## config.mk

```make
export PLATFORM = sky130hd
export DESIGN_NAME = serial_adder_flat
export DESIGN_NICKNAME = d
export VERILOG_FILES = /design/src/rtl/serial_adder_pkg.sv /design/src/rtl/serial_adder_if.sv /design/src/rtl/fa_cell.sv /design/src/rtl/serial_adder.sv /design/src/flat_wrapper.sv
export SDC_FILE = /design/constraint.sdc
export NUM_CORES = 1
export LEC_CHECK = 0
export ABC_AREA = 1
export ABC_CLOCK_PERIOD_IN_PS = 2350
export BUFFER_PORTS_ARGS = -buffer_cell sky130_fd_sc_hd__buf_2
export CAP_MARGIN = 20
export CELL_PAD_IN_SITES_DETAIL_PLACEMENT = 0
export CELL_PAD_IN_SITES_GLOBAL_PLACEMENT = 1
export CORE_AREA = 2 2 81 64
export CTS_CLUSTER_DIAMETER = 60
export CTS_CLUSTER_SIZE = 14
export DETAILED_ROUTE_END_ITERATION = 16
export DIE_AREA = 0 0 83 66
export PLACE_DENSITY = 0.87
export SYNTH_ARGS = -nofsm -noshare
export SYNTH_HDL_FRONTEND = slang
export SYNTH_HIERARCHICAL = 1
export SYNTH_SLANG_ARGS = --single-unit
```

## constraint.sdc

```tcl
create_clock -name clk -period 2.35 [get_ports clk]
set_input_delay 0.5875 -clock clk [delete_from_list [all_inputs] [get_ports clk]]
set_output_delay 0.5875 -clock clk [all_outputs]
set_load 0.02 [all_outputs]
```

## src/rtl/serial_adder_pkg.sv

```systemverilog
// Shared types and constants for the bit-serial adder.
package serial_adder_pkg;

    localparam int unsigned DEFAULT_WIDTH = 8;

    typedef enum logic [1:0] {
        IDLE  = 2'd0,
        SHIFT = 2'd1,
        DONE  = 2'd2
    } state_t;

    // Bit-counter width able to hold 0..w
    function automatic int unsigned cnt_width(input int unsigned w);
        return $clog2(w + 1);
    endfunction

endpackage

```

## src/rtl/serial_adder_if.sv

```systemverilog
// Start/done handshake bundle for serial_adder.
// Optional macro SERIAL_ADDER_SUBTRACT_EN adds the 'sub' request bit.
interface serial_adder_if
    import serial_adder_pkg::*;
#(
    parameter int unsigned WIDTH = DEFAULT_WIDTH
) ();

    logic             start_valid;
    logic             start_ready;
    logic [WIDTH-1:0] a;
    logic [WIDTH-1:0] b;
    logic             cin;
`ifdef SERIAL_ADDER_SUBTRACT_EN
    logic             sub;
`endif
    logic [WIDTH-1:0] sum;
    logic             cout;
    logic             done_valid;
    logic             done_ready;
    logic             busy;

    // Requester side: supplies operands, consumes the result
    modport master (
        output start_valid, a, b, cin,
`ifdef SERIAL_ADDER_SUBTRACT_EN
        output sub,
`endif
        output done_ready,
        input  start_ready, sum, cout, done_valid, busy
    );

    // Adder side
    modport slave (
        input  start_valid, a, b, cin,
`ifdef SERIAL_ADDER_SUBTRACT_EN
        input  sub,
`endif
        input  done_ready,
        output start_ready, sum, cout, done_valid, busy
    );

endinterface

```

## src/rtl/fa_cell.sv

```systemverilog
// Combinational 1-bit full adder.
module fa_cell (
    output logic s,
    output logic c,
    input  logic x,
    input  logic y,
    input  logic z
);

    assign s = x ^ y ^ z;
    assign c = (x & y) | (x & z) | (y & z);

endmodule

```

## src/rtl/serial_adder.sv

```systemverilog
// Bit-serial adder: one full-adder cell, LSB first, carry kept in a flop.
// Optional macro SERIAL_ADDER_SUBTRACT_EN enables a-b via the 'sub' bit.
module serial_adder
    import serial_adder_pkg::*;
#(
    parameter int unsigned WIDTH = DEFAULT_WIDTH
) (
    input  logic          clk,
    input  logic          rst_n,
    serial_adder_if.slave bus
);

    localparam int unsigned CNT_W = cnt_width(WIDTH);

    state_t           r_state;
    logic [WIDTH-1:0] r_a_sr;
    logic [WIDTH-1:0] r_b_sr;
    logic [WIDTH-1:0] r_sum_sr;
    logic             r_carry;
    logic [CNT_W-1:0] r_cnt;
    logic [WIDTH-1:0] r_sum;
    logic             r_cout;
    logic             r_done_valid;
    logic             r_start_ready;
    logic             r_busy;

    logic             w_s;
    logic             w_c;
    logic [WIDTH-1:0] w_sum_next;
    logic [WIDTH-1:0] w_b_load;
    logic             w_c_load;

    // Operand conditioning at load: subtraction is a + ~b + 1
`ifdef SERIAL_ADDER_SUBTRACT_EN
    assign w_b_load = bus.sub ? ~bus.b : bus.b;
    assign w_c_load = bus.sub ? 1'b1 : bus.cin;
`else
    assign w_b_load = bus.b;
    assign w_c_load = bus.cin;
`endif

    fa_cell u_fa (
        .s (w_s),
        .c (w_c),
        .x (r_a_sr[0]),
        .y (r_b_sr[0]),
        .z (r_carry)
    );

    // New sum bit enters at the MSB; after WIDTH shifts bit 0 is the LSB
    assign w_sum_next = WIDTH'({w_s, r_sum_sr} >> 1);

    // Control FSM with datapath and registered handshake outputs
    always_ff @(posedge clk or negedge rst_n) begin
        if (!rst_n) begin
            r_state       <= IDLE;
            r_a_sr        <= '0;
            r_b_sr        <= '0;
            r_sum_sr      <= '0;
            r_carry       <= 1'b0;
            r_cnt         <= '0;
            r_sum         <= '0;
            r_cout        <= 1'b0;
            r_done_valid  <= 1'b0;
            r_start_ready <= 1'b0;
            r_busy        <= 1'b0;
        end else begin
            case (r_state)
                IDLE: begin
                    r_start_ready <= 1'b1;
                    if (bus.start_valid && r_start_ready) begin
                        r_a_sr        <= bus.a;
                        r_b_sr        <= w_b_load;
                        r_carry       <= w_c_load;
                        r_cnt         <= '0;
                        r_start_ready <= 1'b0;
                        r_busy        <= 1'b1;
                        r_state       <= SHIFT;
                    end
                end
                SHIFT: begin
                    r_a_sr   <= r_a_sr >> 1;
                    r_b_sr   <= r_b_sr >> 1;
                    r_sum_sr <= w_sum_next;
                    r_carry  <= w_c;
                    r_cnt    <= r_cnt + CNT_W'(1);
                    if (r_cnt == CNT_W'(WIDTH - 1)) begin
                        r_sum        <= w_sum_next;
                        r_cout       <= w_c;
                        r_done_valid <= 1'b1;
                        r_state      <= DONE;
                    end
                end
                DONE: begin
                    if (bus.done_ready) begin
                        r_done_valid  <= 1'b0;
                        r_busy        <= 1'b0;
                        r_start_ready <= 1'b1;
                        r_state       <= IDLE;
                    end
                end
                default: begin
                    r_state <= IDLE;
                end
            endcase
        end
    end

    assign bus.start_ready = r_start_ready;
    assign bus.sum         = r_sum;
    assign bus.cout        = r_cout;
    assign bus.done_valid  = r_done_valid;
    assign bus.busy        = r_busy;

endmodule

```

## src/flat_wrapper.sv

```systemverilog
// flat-port wrapper written by rule: the top's interface ports become plain ports
module serial_adder_flat import serial_adder_pkg::*;
#(
    parameter int unsigned WIDTH = DEFAULT_WIDTH
)
  (clk, rst_n, bus_start_valid, bus_a, bus_b, bus_cin, bus_done_ready, bus_start_ready, bus_sum, bus_cout, bus_done_valid, bus_busy);
  serial_adder_if #(.WIDTH(WIDTH)) bus_i ();
  input  logic clk;
  input  logic rst_n;
  input wire logic [$bits(bus_i.start_valid)-1:0] bus_start_valid;
  input wire logic [$bits(bus_i.a)-1:0] bus_a;
  input wire logic [$bits(bus_i.b)-1:0] bus_b;
  input wire logic [$bits(bus_i.cin)-1:0] bus_cin;
  input wire logic [$bits(bus_i.done_ready)-1:0] bus_done_ready;
  output wire logic [$bits(bus_i.start_ready)-1:0] bus_start_ready;
  output wire logic [$bits(bus_i.sum)-1:0] bus_sum;
  output wire logic [$bits(bus_i.cout)-1:0] bus_cout;
  output wire logic [$bits(bus_i.done_valid)-1:0] bus_done_valid;
  output wire logic [$bits(bus_i.busy)-1:0] bus_busy;
  assign bus_i.start_valid = bus_start_valid;
  assign bus_i.a = bus_a;
  assign bus_i.b = bus_b;
  assign bus_i.cin = bus_cin;
  assign bus_i.done_ready = bus_done_ready;
  assign bus_start_ready = bus_i.start_ready;
  assign bus_sum = bus_i.sum;
  assign bus_cout = bus_i.cout;
  assign bus_done_valid = bus_i.done_valid;
  assign bus_busy = bus_i.busy;
  serial_adder #(.WIDTH(WIDTH)) u_core (.clk(clk), .rst_n(rst_n), .bus(bus_i));
endmodule
```

==> results.md, run 1 <==
* Worst vdd ir at 0.493 mV
* Layout cells sized above 1 at 0.183
* First-pass DRT Iterations at 4
* Post-synthesis cell area at 2010 um^2
* Share of the synthesized area in the top cell type at 0.524
* Antenna Violating Nets Remaining at 0
* Dominant synthesized flop cell: dfrtp_1
* Final count of hold timing violations at 0
* CTS tree: done
* Largest net degree at the start of global routing at 43
* RePlAce Congestion at 0.758
* 1st-iter DRT viols at 122
* Ys async rst share at 1.00
* I/O pins at 33
* Via/cell ratio at 4.85
* Clk_skew at 4.79 ps
* Global-route wire length before repair at 7000 um
* Antenna cells at 0
* Finished layout cell area at 2250 um^2
* Synthesized Nets at 265
* Quantity of gates resized following cts at 0
* Core Area at 4710 um^2
* Critical Path RT at 2530 ps
* GRT Overall Usage at 0.161
* FF-to-FF setup slack at 560 ps
* Area of the die at 5480 um^2
* Final std cells w/o fill at 333
* Die width at 83 um
* Starting Density at 0.426
* Lkg Pwr at 1.26 nW
* Cts hold-fix bufs at 0
* IO buf count at 32
* Setup violations, final at 0
* Setup crit end kind: flop
* Initial antenna violation count at 0
* Fin crit period at 1790 ps
* Ranking of synthesized cells by area: dfrtp_1 52%, nand2_1 21%, nand3_1 10%, buf_12 3.0%, o21ai_0 1.7%
* Yosys cell types at 21
* Vias in the first global route at 1482
* CTS Sinks at 42
* P&R area growth vs syn at 12.3%
* Post-synth EDFFs at 0
* Number of cells on the worst reg-to-reg path at 6
* FMAX at 0.559 GHz
* Placed Instances at 325
* Cell taking the most area after synthesis: dfrtp_1
* Fin Hold WS at 359 ps
* Sequential area share after synthesis at 0.524
* R2R Path Start: u_core/r_state[1]$_DFFE_PN0P_
* DR WL/cell at 12.3 um
* Placed cell area at 2140 um^2
* Power per standard cell area at 1350 nW/um^2
* Residual DRC at 0
* Slew headroom at 0.643
* Synth Instances at 242
* Synth cell count leaders: 113 x nand2_1, 42 x dfrtp_1, 40 x nand3_1, 9 x inv_1, 7 x o21ai_0
* Longest Clk Path Bufs at 2
* Clk pin slew, worst setup/hold paths at 80 ps
* Worst-Skew Late Latency at 290 ps
* Startpoint types: flop
* Worst Path Max Fanout at 17
* Critical path type: reg2reg
* Final worst slack at 560 ps
* Top-count cell post-synth: nand2_1
* Setup bufs post-CTS at 0
* Num CTS Buffers at 5
* Yosys Warn Count at 6
* Avg Synthesized Cell Area at 8.29 um^2
* Worst slack at placement at 562 ps
* Fin crit share at 0.762
* DRT Wirelength at 4100 um
* H-tree lvl count at 2
* Worst hold path class: in2async
* DR vias at 1615
* Pins Over Slew Limit at 0
* Critical Path Source: u_core/r_state[1]$_DFFE_PN0P_
* Root buf cell: clkbuf_8
* Reg-to-Reg End: u_core/bus.sum[5]$_DFFE_PN0P_
* GRT overflow at 0
* Setup tns final at 0 ps
* Critical path arrival at 1970 ps
* Max-cap violations at 0
* Rows at 22
* Nets at 295
* Yosys reg bits at 42
* Status: finished clean
* HPWL after DPL at 2690 um
* RSZ-0062 raised after global routing: false
* Least-Margin Pin Slew at 535 ps
* Die H at 66 um
-- where the power goes --
| group | total, mW | switching, mW | leakage [nW] | internal [mW] |
|---|---|---|---|---|
| combinational | 1.26 | 0.830 | 0.678 | 0.432 |
| clock | 0.559 | 0.246 | 0.0579 | 0.313 |
| sequential | 1.23 | 0.195 | 0.529 | 1.03 |
-- worst max-delay path by stage --
stage,endpoint,slack [ps],depth (start not counted)
floorplan,u_core/r_carry$_DFFE_PN0P_,1110,7
global placement,u_core/bus.sum[3]$_DFFE_PN0P_,680,6
detailed placement,u_core/bus.sum[5]$_DFFE_PN0P_,560,6
CTS,u_core/bus.sum[5]$_DFFE_PN0P_,540,6
global route,u_core/bus.sum[3]$_DFFE_PN0P_,330,6
finish,u_core/bus.sum[5]$_DFFE_PN0P_,560,6
-- placed cells by master, fill, tap and decap left out, drive strengths merged, types with 2 or more instances in the layout --
cell type / synthesis / layout
buf: 13 / 36
inv: 10 / 10
o21ai: 10 / 10
nor2: 5 / 5
nand3: 40 / 40
or2: 2 / 2
nand2: 116 / 116
dfrtp: 42 / 42
clkinv: 0 / 2
clkbuf: 0 / 5
-- flip-flops by register name, indices dropped and copies added (netlist names), 2 cells and up --
signal and count:
u_core/r_a_sr 8, u_core/r_sum_sr 7, u_core/r_b_sr 8, u_core/r_state 2
u_core/bus.sum 8, u_core/r_cnt 4
-- through the flow --
| step | utilization | power, mW |
|---|---|---|
| finish | 0.478 | 3.05 |
| global route | 0.478 | 3.33 |
| CTS | 0.478 | 3.07 |
| detailed placement | 0.455 | 2.50 |
| global placement | 0.455 | 2.48 |
| floorplan | - | 2.32 |
-- logic make-up (layout without fill, tap and decap cells) --
kind of cell             count (synthesis)  count (layout)  share of synthesized area
buffers and inverters                   23              54                     0.0823
adder cells (fa/ha/maj)                  2               2                     0.0162
AO/OA/AOI/OAI                           11              11                     0.0274
flip-flops                              42              42                      0.524
AND/OR/NAND/NOR                        164             164                      0.350
-- layout make-up --
class / count / area, um^2
Clock buffer: 5 / 68.8
Clock inverter: 3 / 40.0
Fill cell: 465 / 2450
Inverter: 10 / 37.5
Multi-Input combinational cell: 177 / 790
Sequential cell: 42 / 1050
Tap cell: 60 / 75.1
Timing Repair Buffer: 36 / 190
-- critical path, stage by stage, from the launching register on --
cell and delay (ps):
dfrtp_1 420, inv_2 260, nand2_4 180, inv_1 290, nand2_1 320, nand2_1 150, nand2_1 70
-- per-layer routing --
layer  global-route usage  wire, um  vias up
met2                0.240      1850       25
met4               0.0492        14        0
met5                    0         0        -
met1                0.233      2110      765
met3               0.0375       130        2
li1                     -         -      823
Note: power is estimated with default switching activity, not from simulation.
==> inputs of run 2 (changes only) <==
--- a/config.mk
+++ b/config.mk
@@ -6,17 +6,17 @@
 export NUM_CORES = 1
 export LEC_CHECK = 0
 export ABC_AREA = 1
-export ABC_CLOCK_PERIOD_IN_PS = 2350
+export ABC_CLOCK_PERIOD_IN_PS = 1800
 export BUFFER_PORTS_ARGS = -buffer_cell sky130_fd_sc_hd__buf_2
 export CAP_MARGIN = 20
 export CELL_PAD_IN_SITES_DETAIL_PLACEMENT = 0
 export CELL_PAD_IN_SITES_GLOBAL_PLACEMENT = 1
-export CORE_AREA = 2 2 81 64
+export CORE_AREA = 2 2 84 66
 export CTS_CLUSTER_DIAMETER = 60
 export CTS_CLUSTER_SIZE = 14
 export DETAILED_ROUTE_END_ITERATION = 16
-export DIE_AREA = 0 0 83 66
-export PLACE_DENSITY = 0.87
+export DIE_AREA = 0 0 86 68
+export PLACE_DENSITY = 0.83
 export SYNTH_ARGS = -nofsm -noshare
 export SYNTH_HDL_FRONTEND = slang
 export SYNTH_HIERARCHICAL = 1
==> constraint.sdc (replaced) <==
create_clock -name clk -period 1.8 [get_ports clk]
set_input_delay 0.45 -clock clk [delete_from_list [all_inputs] [get_ports clk]]
set_output_delay 0.45 -clock clk [all_outputs]
set_load 0.02 [all_outputs]
==> results.md, run 2 (synthesized netlist as in run 1, its figures left out) <==
* Status: finished clean
* HPWL after DPL at 2820 um
* Clk_skew at 7.06 ps
* 1st-iter DRT viols at 119
* Number of cells on the worst reg-to-reg path at 6
* Most common cell after layout, fill and taps aside: nand2_1
* Layout cells sized above 1 at 0.188
* Clk pin slew, worst setup/hold paths at 70 ps
* Root buf cell: clkbuf_8
* Finished layout cell area at 2270 um^2
* Residual DRC at 0
* Antenna Violating Nets Remaining at 0
* DR WL/cell at 12.2 um
* RePlAce Congestion at 0.733
* Setup crit end kind: flop
* H-tree lvl count at 2
* Power per standard cell area at 1720 nW/um^2
* Via/cell ratio at 4.81
* Quantity of gates resized following cts at 0
* Setup tns final at 0 ps
* Antenna cells at 0
* Final count of hold timing violations at 0
* I/O pins at 33
* Critical path arrival at 1710 ps
* Lkg Pwr at 1.27 nW
* Least-Margin Pin Slew at 532 ps
* Die H at 68 um
* GRT overflow at 0
* Pins Over Slew Limit at 0
* Largest net degree at the start of global routing at 30
* CTS tree: done
* RSZ-0062 raised after global routing: false
* Global-route wire length before repair at 7140 um
* Starting Density at 0.394
* Max-cap violations at 0
* Die width at 86 um
* Area of the die at 5850 um^2
* Gate power share at 0.433
* Rows at 23
* Critical path type: reg2reg
* Slew headroom at 0.644
* Setup violations, final at 0
* Cts hold-fix bufs at 0
* Critical Path RT at 2030 ps
* Longest Clk Path Bufs at 2
* Final std cells w/o fill at 338
* Worst-Skew Late Latency at 290 ps
* GRT Overall Usage at 0.158
* Num CTS Buffers at 5
* Most frequent cells in the layout: 113 x nand2_1, 42 x dfrtp_1, 40 x nand3_1
* Startpoint types: flop
* P&R area growth vs syn at 13.3%
* IO buf count at 32
* Worst hold path class: in2async
* Initial antenna violation count at 0
* Clk pwr share at 0.158
* Vias in the first global route at 1489
* Fin crit share at 0.823
* Flop pwr share at 0.409
* Core Area at 5090 um^2
* DR vias at 1626
* CTS Sinks at 42
* FMAX at 0.675 GHz
* DRT Wirelength at 4120 um
* Placed cell area at 2180 um^2
* Setup bufs post-CTS at 0
* Net Sw Frac at 0.422
* Worst vdd ir at 0.470 mV
* # fillers at 545
* First-pass DRT Iterations at 4
* Nets at 298
* Placed Instances at 330
* P_int at 2.26 mW
* Fin crit period at 1480 ps
* Sw Pwr at 1.64 mW
* Worst Path Max Fanout at 16
## run 2: power groups by stage
| stage | sequential, mW | combinational [mW] | clock (mW) |
|---|---|---|---|
| finish | 1.59 | 1.69 | 0.617 |
| global route | 1.65 | 1.97 | 0.675 |
| CTS | 1.59 | 1.71 | 0.648 |
| detailed placement | 1.61 | 1.70 | 0 |
| global placement | 1.60 | 1.67 | 0 |
| floorplan | 1.70 | 1.33 | 0 |
## run 2: layout make-up
class | instances | area (um^2) | share of cell area
Timing Repair Buffer | 39 | 225 | 0.0991
Clock inverter | 1 | 5.00 | 0.00220
Sequential cell | 42 | 1050 | 0.463
Clock buffer | 7 | 86.3 | 0.0380
Tap cell | 62 | 77.6 | 0.0341
Multi-Input combinational cell | 177 | 790 | 0.347
Inverter | 10 | 37.5 | 0.0165
## run 2: worst paths after layout
kind / startpoint / to / slack (ps)
worst max register to register: u_core/r_state[1]$_DFFE_PN0P_ / u_core/r_b_sr[4]$_DFFE_PN0P_ / 320
worst min-delay path: rst_n / u_core/bus.sum[5]$_DFFE_PN0P_ / 50
max in group asynchronous: rst_n / u_core/r_cnt[0]$_DFFE_PN0P_ / 1280
min in group clk: bus_a[7] / u_core/r_a_sr[7]$_DFFE_PN0P_ / 350
worst min register to register: u_core/r_sum_sr[2]$_DFFE_PN0P_ / u_core/bus.sum[1]$_DFFE_PN0P_ / 480
worst max-delay path: u_core/r_state[1]$_DFFE_PN0P_ / u_core/r_b_sr[4]$_DFFE_PN0P_ / 320
## run 2: worst max-delay path, cell delays in order (launching register included)
cell and delay, ps:
dfrtp_1 420, inv_2 90, buf_4 210, nand2_2 80, nand2_1 400, nand2_1 130
nand2_1 90
## run 2: per-stage QoR
step | setup WS [ps] | utilization | power (mW) | hold WS (ps)
6_report | 319 | 0.446 | 3.90 | 52.8
3_5_place_dp | 367 | 0.428 | 3.31 | 383
5_1_grt | 161 | 0.446 | 4.29 | 63.8
3_3_place_gp | 377 | 0.428 | 3.27 | 375
2_1_floorplan | 635 | - | 3.02 | 154
4_1_cts | 343 | 0.446 | 3.95 | 55.0
## run 2: layer usage
layer | part of all wire | GRT usage
met1 | 0.53 | 0.225
met2 | 0.42 | 0.230
met3 | 0.042 | 0.0410
met4 | 0.014 | 0.0655
met5 | 0 | 0
